### src/rtl/device_irq_arbiter.sv
// Four-source round-robin IRQ arbiter with a REQ/WAIT_ACK/DONE handshake toward the CPU.
// Optional WAIT_ACK timeout is enabled by defining DEVICE_IRQ_ARBITER_TIMEOUT_EN.
module device_irq_arbiter #(
    parameter int P_TIMEOUT_CYCLES = 1024
) (
    input  logic       iCLOCK,
    input  logic       inRESET,
    input  logic       iRESET_SYNC,
    input  logic [3:0] iDEV_IRQ_REQ,
    input  logic [3:0] iDEV_IRQ_MASK,
    output logic [3:0] oDEV_IRQ_BUSY,
    output logic [3:0] oDEV_IRQ_ACK,
    output logic       oIRQ_VALID,
    input  logic       iIRQ_BUSY,
    output logic [1:0] oIRQ_NUM,
    input  logic       iIRQ_ACK,
    output logic       oTIMEOUT
);

    typedef enum logic [1:0] {S_IDLE, S_REQ, S_WAIT_ACK, S_DONE} state_t;

    state_t     state_q, state_d;
    logic [1:0] b_num_q, b_num_d;
    logic [1:0] b_last_q, b_last_d;
    logic       timeout_q, timeout_d;
    logic [3:0] pend;
    logic [1:0] winner;
    logic [1:0] idx;
    logic       found;
    logic       expire;

    // First pending source after the last grant, wrapping mod 4.
    always_comb begin
        pend   = iDEV_IRQ_REQ & ~iDEV_IRQ_MASK;
        winner = b_last_q;
        found  = 1'b0;
        idx    = 2'd0;
        for (int i = 1; i <= 4; i++) begin
            idx = b_last_q + 2'(i);
            if (!found && pend[idx]) begin
                winner = idx;
                found  = 1'b1;
            end
        end
    end

`ifdef DEVICE_IRQ_ARBITER_TIMEOUT_EN
    localparam int CW = ($clog2(P_TIMEOUT_CYCLES) > 0) ? $clog2(P_TIMEOUT_CYCLES) : 1;
    logic [CW-1:0] cnt_q, cnt_d;

    // Zero outside WAIT_ACK, so it is clear on every entry.
    always_comb begin
        cnt_d = '0;
        if (state_q == S_WAIT_ACK) cnt_d = cnt_q + 1'b1;
    end

    always_ff @(posedge iCLOCK or negedge inRESET) begin
        if (!inRESET)         cnt_q <= '0;
        else if (iRESET_SYNC) cnt_q <= '0;
        else                  cnt_q <= cnt_d;
    end

    assign expire = (state_q == S_WAIT_ACK) && (cnt_q == CW'(P_TIMEOUT_CYCLES - 1));
`else
    logic unused_timeout_cfg;
    assign unused_timeout_cfg = ^P_TIMEOUT_CYCLES;
    assign expire = 1'b0;
`endif

    always_ff @(posedge iCLOCK or negedge inRESET) begin
        if (!inRESET) begin
            state_q   <= S_IDLE;
            b_num_q   <= 2'd0;
            b_last_q  <= 2'd3;
            timeout_q <= 1'b0;
        end else if (iRESET_SYNC) begin
            state_q   <= S_IDLE;
            b_num_q   <= 2'd0;
            b_last_q  <= 2'd3;
            timeout_q <= 1'b0;
        end else begin
            state_q   <= state_d;
            b_num_q   <= b_num_d;
            b_last_q  <= b_last_d;
            timeout_q <= timeout_d;
        end
    end

    always_comb begin
        state_d   = state_q;
        b_num_d   = b_num_q;
        b_last_d  = b_last_q;
        timeout_d = 1'b0;
        case (state_q)
            S_IDLE: begin
                if (|pend) begin
                    b_num_d = winner;
                    state_d = S_REQ;
                end
            end
            S_REQ: begin
                if (!iIRQ_BUSY) state_d = S_WAIT_ACK;
            end
            S_WAIT_ACK: begin
                // A CPU ack arriving on the expiry cycle still completes normally.
                if (iIRQ_ACK) begin
                    state_d = S_DONE;
                end else if (expire) begin
                    state_d   = S_IDLE;
                    b_last_d  = b_num_q;
                    timeout_d = 1'b1;
                end
            end
            S_DONE: begin
                b_last_d = b_num_q;
                state_d  = S_IDLE;
            end
            default: state_d = S_IDLE;
        endcase
    end

    always_comb begin
        oIRQ_VALID    = (state_q == S_REQ);
        oDEV_IRQ_BUSY = (state_q == S_IDLE) ? 4'b0000 : 4'b1111;
        oDEV_IRQ_ACK  = (state_q == S_DONE) ? (4'b0001 << b_num_q) : 4'b0000;
        oIRQ_NUM      = b_num_q;
        oTIMEOUT      = timeout_q;
    end

endmodule
### config.mk
export PLATFORM = sky130hd
export DESIGN_NAME = device_irq_arbiter
export DESIGN_NICKNAME = d
export VERILOG_FILES = /design/src/rtl/device_irq_arbiter.sv
export SDC_FILE = /design/constraint.sdc
export NUM_CORES = 1
export LEC_CHECK = 0
export ABC_AREA = 1
export CORE_MARGIN = 2
export CORE_UTILIZATION = 44
export DETAILED_ROUTE_END_ITERATION = 7
export GPL_TIMING_DRIVEN = 1
export PLACE_DENSITY_LB_ADDON = 0.15
export RECOVER_POWER = 25
export SYNTH_ARGS = -nofsm -noshare
export SYNTH_HDL_FRONTEND = slang
export SYNTH_SLANG_ARGS = --single-unit
### constraint.sdc
create_clock -name iCLOCK -period 2.05 [get_ports iCLOCK]
set_clock_uncertainty 0.15 [all_clocks]
set_input_delay 0.3075 -clock iCLOCK [delete_from_list [all_inputs] [get_ports iCLOCK]]
set_output_delay 0.3075 -clock iCLOCK [all_outputs]
set_load 0.02 [all_outputs]
# Yosys cells after proc, flatten, opt, wreduce, memory -nomap -nowiden
# Index checks and enable logic that the tools add are counted.
# classes
muxes,27
magnitude_cmp,4
n_eq_ne,6
n_div,0
n_shift,1
n_mul,0
n_addsub,3
bitwise,2
reduce_logical,13
# ops
cell,count
$mux W2,13
$lt A2 B3 Y1 const B,4
$ne A3 B3 Y1 const B,3
$bmux W1 S2,4
$mux W4,2
$pmux W2 S4,1
$mux W1,7
$reduce_bool A2 Y1,3
$add A2 B2 Y2 const B,2
$and A4 B4 Y4,1
$eq A2 B2 Y1 const B,2
$not A4 Y4,1
$reduce_or A4 Y1,1
$shl A1 B2 Y4 const A,1
$logic_and A1 B1 Y1,3
$logic_not A1 Y1,3
$reduce_and A3 Y1,1
$add A2 B1 Y2 const B,1
$eq A2 B1 Y1 const B,1
$logic_not A2 Y1,1
$reduce_and A2 Y1,1
# word_totals
romBits,0
inputBits,13
word_cells,59
latch_bits,0
ff_bits,6
ram_bits,0
n_memories,0
out_inout_bits,12

# Depth between registers and ports, before layout
# logic_depth
word_depth,17
ltp_mapped,13
mapped_depth_nobuf,12

# Worst setup path after synthesis
# No wires, ideal clock.
# synth_timing
path_type,reg2reg
startpoint,register b_last_q[0]
endpoint,register b_num_q[1] (netlist: oIRQ_NUM[1])
setup_ps,117
n_path_buf,1
arrival_time_ps,1277
setup_slack_ps,506
period_less_slack_ps,1544
required_time_ps,1783
stages_incl_launch_ff,13
path_cell_list,dfstp_2 -> buf_6 -> inv_8 -> nand2_1 -> nand2_2 -> nand2_1 -> nand2_2 -> nor2_2 -> nand3_1 -> nand2_1 -> inv_1 -> nand2_1 -> nand2_1
# synth_between
elab_chain_len,16
word_cells_on_any_way,27
cone_classes,add/sub: 3; mux: 18; reduce/logical: 6
# synth_lines
item,line_no,text
start: declaration,24,"logic [1:0] b_last_q, b_last_d;"
start signal: assignment,84,b_last_q <= b_last_d;
$add A2 B1 Y2,39,idx = b_last_q + 2'(i);
$bmux W1 S2,40,if (!found && pend[idx]) begin
$mux W1 (not written as such),40,
$mux W1,40,
$logic_not A1 Y1,40,
$logic_and A1 B1 Y1,40,
$mux W1,40,
$logic_not A1 Y1,40,
$logic_and A1 B1 Y1,40,
$mux W1,40,
$logic_not A1 Y1,40,
$logic_and A1 B1 Y1,40,
$mux W2 *,40,
$mux W2 *,96,if (|pend) begin
$mux W2 *,94,case (state_q)
$mux W2 *,76,end else if (iRESET_SYNC) begin
end signal: assignment,83,b_num_q <= b_num_d;
end: declaration,23,"logic [1:0] b_num_q, b_num_d;"
# Mark *: on every way between the ends. The rest lies on a longest branch, timed or not. The select of a mux whose other input is x is not followed.
# A chain may end at the register's enable or synchronous reset.

# Worst setup path after layout
# layout_timing
startpoint,register state_q[0]
endpoint,output oDEV_IRQ_ACK[3]
# layout_between
elab_chain_len,2
# layout_lines
item,line_no,text
start: declaration,22,"state_t state_q, state_d;"
start signal: assignment,82,state_q <= state_d;
$eq A2 B2 Y1,125,oDEV_IRQ_ACK = (state_q == S_DONE) ? (4'b0001 << b_num_q) : 4'b0000;
$mux W4,125,
end: declaration,12,"output logic [3:0] oDEV_IRQ_ACK,"
# No other way between the ends.

==> flow_summary.json <==
{
  "outcome": "completed",
  "globalRouteTotalUtil_pct": 18.64,
  "cp_slowest_stage_delay_ns": 0.37,
  "routed_via_density": 5.000,
  "layout.core_utilization_pct": 61.66,
  "syn_area_um2": 715.7,
  "vdd_ir_max_mv": 0.6270,
  "floorplan.initialDensity_pct": 46.96,
  "dr_total_vias": 755,
  "critical_path.max_fanout": 5,
  "number_of_antenna_violations_at_the_first_check_in_global_routing": 0,
  "drt_wl_total_um": 1633,
  "fill_cells": 155,
  "unrepaired_setup_endpoints_after_global_routing": "false",
  "place_inst": 148,
  "hold-worst-slack_ns": 0.2091,
  "placeableCoreArea_mm2": 0.001524,
  "worst_r2r_startpoint": "b_last_q[0]",
  "worstSetupEndpointType": "output port",
  "route.detailed.wl_per_inst_um": 10.81,
  "cts.htree.levels": 1,
  "syn-num-nets": 131,
  "p_leak_nw": 0.5190,
  "critPathLaunchType": "flop",
  "clock_latency_on_the_worst_skew_pair_ns": 0.26,
  "width_of_the_die_um": 44.33,
  "achievable-frequency_mhz": 526.3,
  "swShare_pct": 50.78,
  "grt_first_pass_wirelength_um": 2635,
  "reg2regPathDepth": 9,
  "layout.nets": 154,
  "count_of_unique_library_cells_instantiated_by_yosys": 21,
  "setup_violations": 0,
  "rows": 14,
  "grt_start_max_net_pins": 11,
  "worst_hold_path_type": "in -> async",
  "detail_route.first_pass.iterations": 4,
  "cp.required_ns": 1.59,
  "n_antenna_cell": 0,
  "cts_buffers": 3,
  "place_congestion": 0.7898,
  "syn-mean-instance-area_um2": 6.278,
  "area_taken_by_multi_input_logic_gates_um2": 442.9,
  "die_area_mm2": 0.001965,
  "place.port_buffers": 23,
  "fraction_of_final_layout_cells_with_drive_strength_greater_than_1_pct": 14.81,
  "global_route.overflow_total": 0,
  "postSynthCellCount": 114,
  "cts.path.max_buffers": 2,
  "min_period_ns": 1.900,
  "report.final.hold_viol_count": 0,
  "detail-route-antenna-nets": 0,
  "synth-warning-count": 0,
  "path_delay_family": "flip-flops",
  "ioPinCount": 25,
  "crit-reg2reg-capture": "oIRQ_NUM[1]",
  "synth_area_leader_cell": "sky130_fd_sc_hd__nand2_1",
  "cell_with_the_largest_stage_delay_on_the_worst_path": "sky130_fd_sc_hd__dfrtp_1",
  "die_height_um": 44.33,
  "tns_ns": 0,
  "grt_pass1_vias": 660,
  "seq_area_um2": 152.6,
  "cts.root.buffer_cell": "sky130_fd_sc_hd__clkbuf_4",
  "non_filler_instance_count_after_layout": 151,
  "p_comb_share_pct": 63.9,
  "areaGrowthSynthToFinish_pct": 31.29,
  "ff2ff_setup_slack_ns": 0.31,
  "clock_sinks": 6,
  "p_seq_share_pct": 23.6,
  "final.period_utilization_pct": 92.69,
  "power.total_uw": 961.8,
  "setup.worst_path.class": "reg -> out",
  "switching_power_uw": 488.4,
  "synth.yosys.seq_area_share_pct": 21.33,
  "timing.critical_path.cells": "ha_1, nand2_1, nor2_1, dlygate4sd2_1",
  "synth.area.top_cells": "sky130_fd_sc_hd__nand2_1 17%, sky130_fd_sc_hd__dfrtp_1 14%, sky130_fd_sc_hd__nand3_1 12%, sky130_fd_sc_hd__inv_1 8.4%, sky130_fd_sc_hd__dfstp_2 7.3%",
  "cp.arrival_ns": 1.44,
  "clock_power_share_pct": 12.4,
  "power_per_cell_area_mw_per_mm2": 1024,
  "cts_setup_buffers": 0,
  "cts_tree": "done",
  "cp_num_buf_inv": 1,
  "cts.clk_slew.worst_paths_ns": 0.05,
  "max_cap_violations": 0,
  "drt_iter0_drc": 7,
  "internal_power_uw": 473.4,
  "dp_hpwl_um": 1278,
  "route.detailed.drc": 0,
  "synth_top_cell_area_share_pct": 17.31,
  "synth_seq_cells": 6,
  "maxSlewViolCount": 0
}
==> flip-flops by register name, summed over array words and instances, names as in the netlist <==
name,flops
b_last_q,2
oIRQ_NUM,2
state_q,2
==> cell type report <==
cell class,count,area share [%]
Clock buffer,3,2.397
Inverter,19,8.389
Multi-Input combinational cell,84,47.14
Sequential cell,6,16.24
Tap cell,16,2.130
Timing Repair Buffer,23,23.70
==> repair_timing <==
action	4_1_cts	5_1_grt
hold buffers	0	0
resized for setup	8	1
setup endpoints to repair	8	1
==> logic make-up after synthesis <==
logic type / synth area share [%]
other cells: 0.5240
simple gates: 46.85
buf+inv: 16.78
fa+ha+maj: 6.993
flops: 21.33
compound gates: 7.517
==> power groups by stage <==
stage | sequential [mW] | clock, mW | combinational, mW
CTS | 0.228 | 0.119 | 0.624
floorplan | 0.229 | 0 | 0.462
global placement | 0.229 | 0 | 0.653
global route | 0.237 | 0.124 | 0.684
detailed placement | 0.230 | 0 | 0.659
finish | 0.227 | 0.120 | 0.615
==> Yosys cell counts, drive strengths merged <==
library cell   n
nor2           7
ha             4
dfrtp          4
conb           1
dfstp          2
a21oi          1
nand2         39
inv           19
a31oi          1
o21ai          7
nand3         22
buf            5
nor3           1
o211ai         1
==> layout by cell type, fill, tap and decap left out, types with 3 or more instances in the layout <==
| cell | n |
|---|---|
| sky130_fd_sc_hd__inv_1 | 16 |
| sky130_fd_sc_hd__nand3_2 | 5 |
| sky130_fd_sc_hd__clkdlybuf4s50_1 | 13 |
| sky130_fd_sc_hd__nor2_1 | 6 |
| sky130_fd_sc_hd__o21ai_0 | 7 |
| sky130_fd_sc_hd__nand2_1 | 33 |
| sky130_fd_sc_hd__nand3_1 | 17 |
| sky130_fd_sc_hd__ha_1 | 4 |
| sky130_fd_sc_hd__nand2_2 | 5 |
| sky130_fd_sc_hd__dfrtp_1 | 4 |
| sky130_fd_sc_hd__dlygate4sd2_1 | 8 |
| sky130_fd_sc_hd__clkbuf_4 | 3 |
==> per-stage QoR <==
stage,instance area (um^2),setup WS [ns]
after global routing,939.7,0.07470
after floorplan,715.7,0.5064
after global placement,924.6,0.1831
final,939.7,0.1498
after CTS,937.1,0.05312
after detailed placement,924.6,0.1430
==> routing by layer <==
metal / GRT usage [%] / share of wire, % / vias to the layer above / routed length, um
met3: 4.490 / 6.8 / 2 / 111
met4: 9.091 / 1.5 / 0 / 25
li1: - / - / 395 / -
met5: 0 / 0 / - / 0
met2: 32.94 / 48 / 23 / 777
met1: 20.76 / 44 / 335 / 719
==> worst max path at each step <==
stage                 from               to  slack (ns)  depth (start not counted)
2_1_floorplan  b_last_q[0]      oIRQ_NUM[1]        0.51                         12
3_3_place_gp    state_q[0]  oDEV_IRQ_ACK[2]        0.18                          4
3_5_place_dp    state_q[0]  oDEV_IRQ_ACK[3]        0.14                          4
4_1_cts         state_q[1]       oIRQ_VALID        0.05                          3
5_1_grt         state_q[0]  oDEV_IRQ_ACK[1]        0.07                          4
6_report        state_q[0]  oDEV_IRQ_ACK[3]        0.15                          4
(Power assumes the default switching activity.)
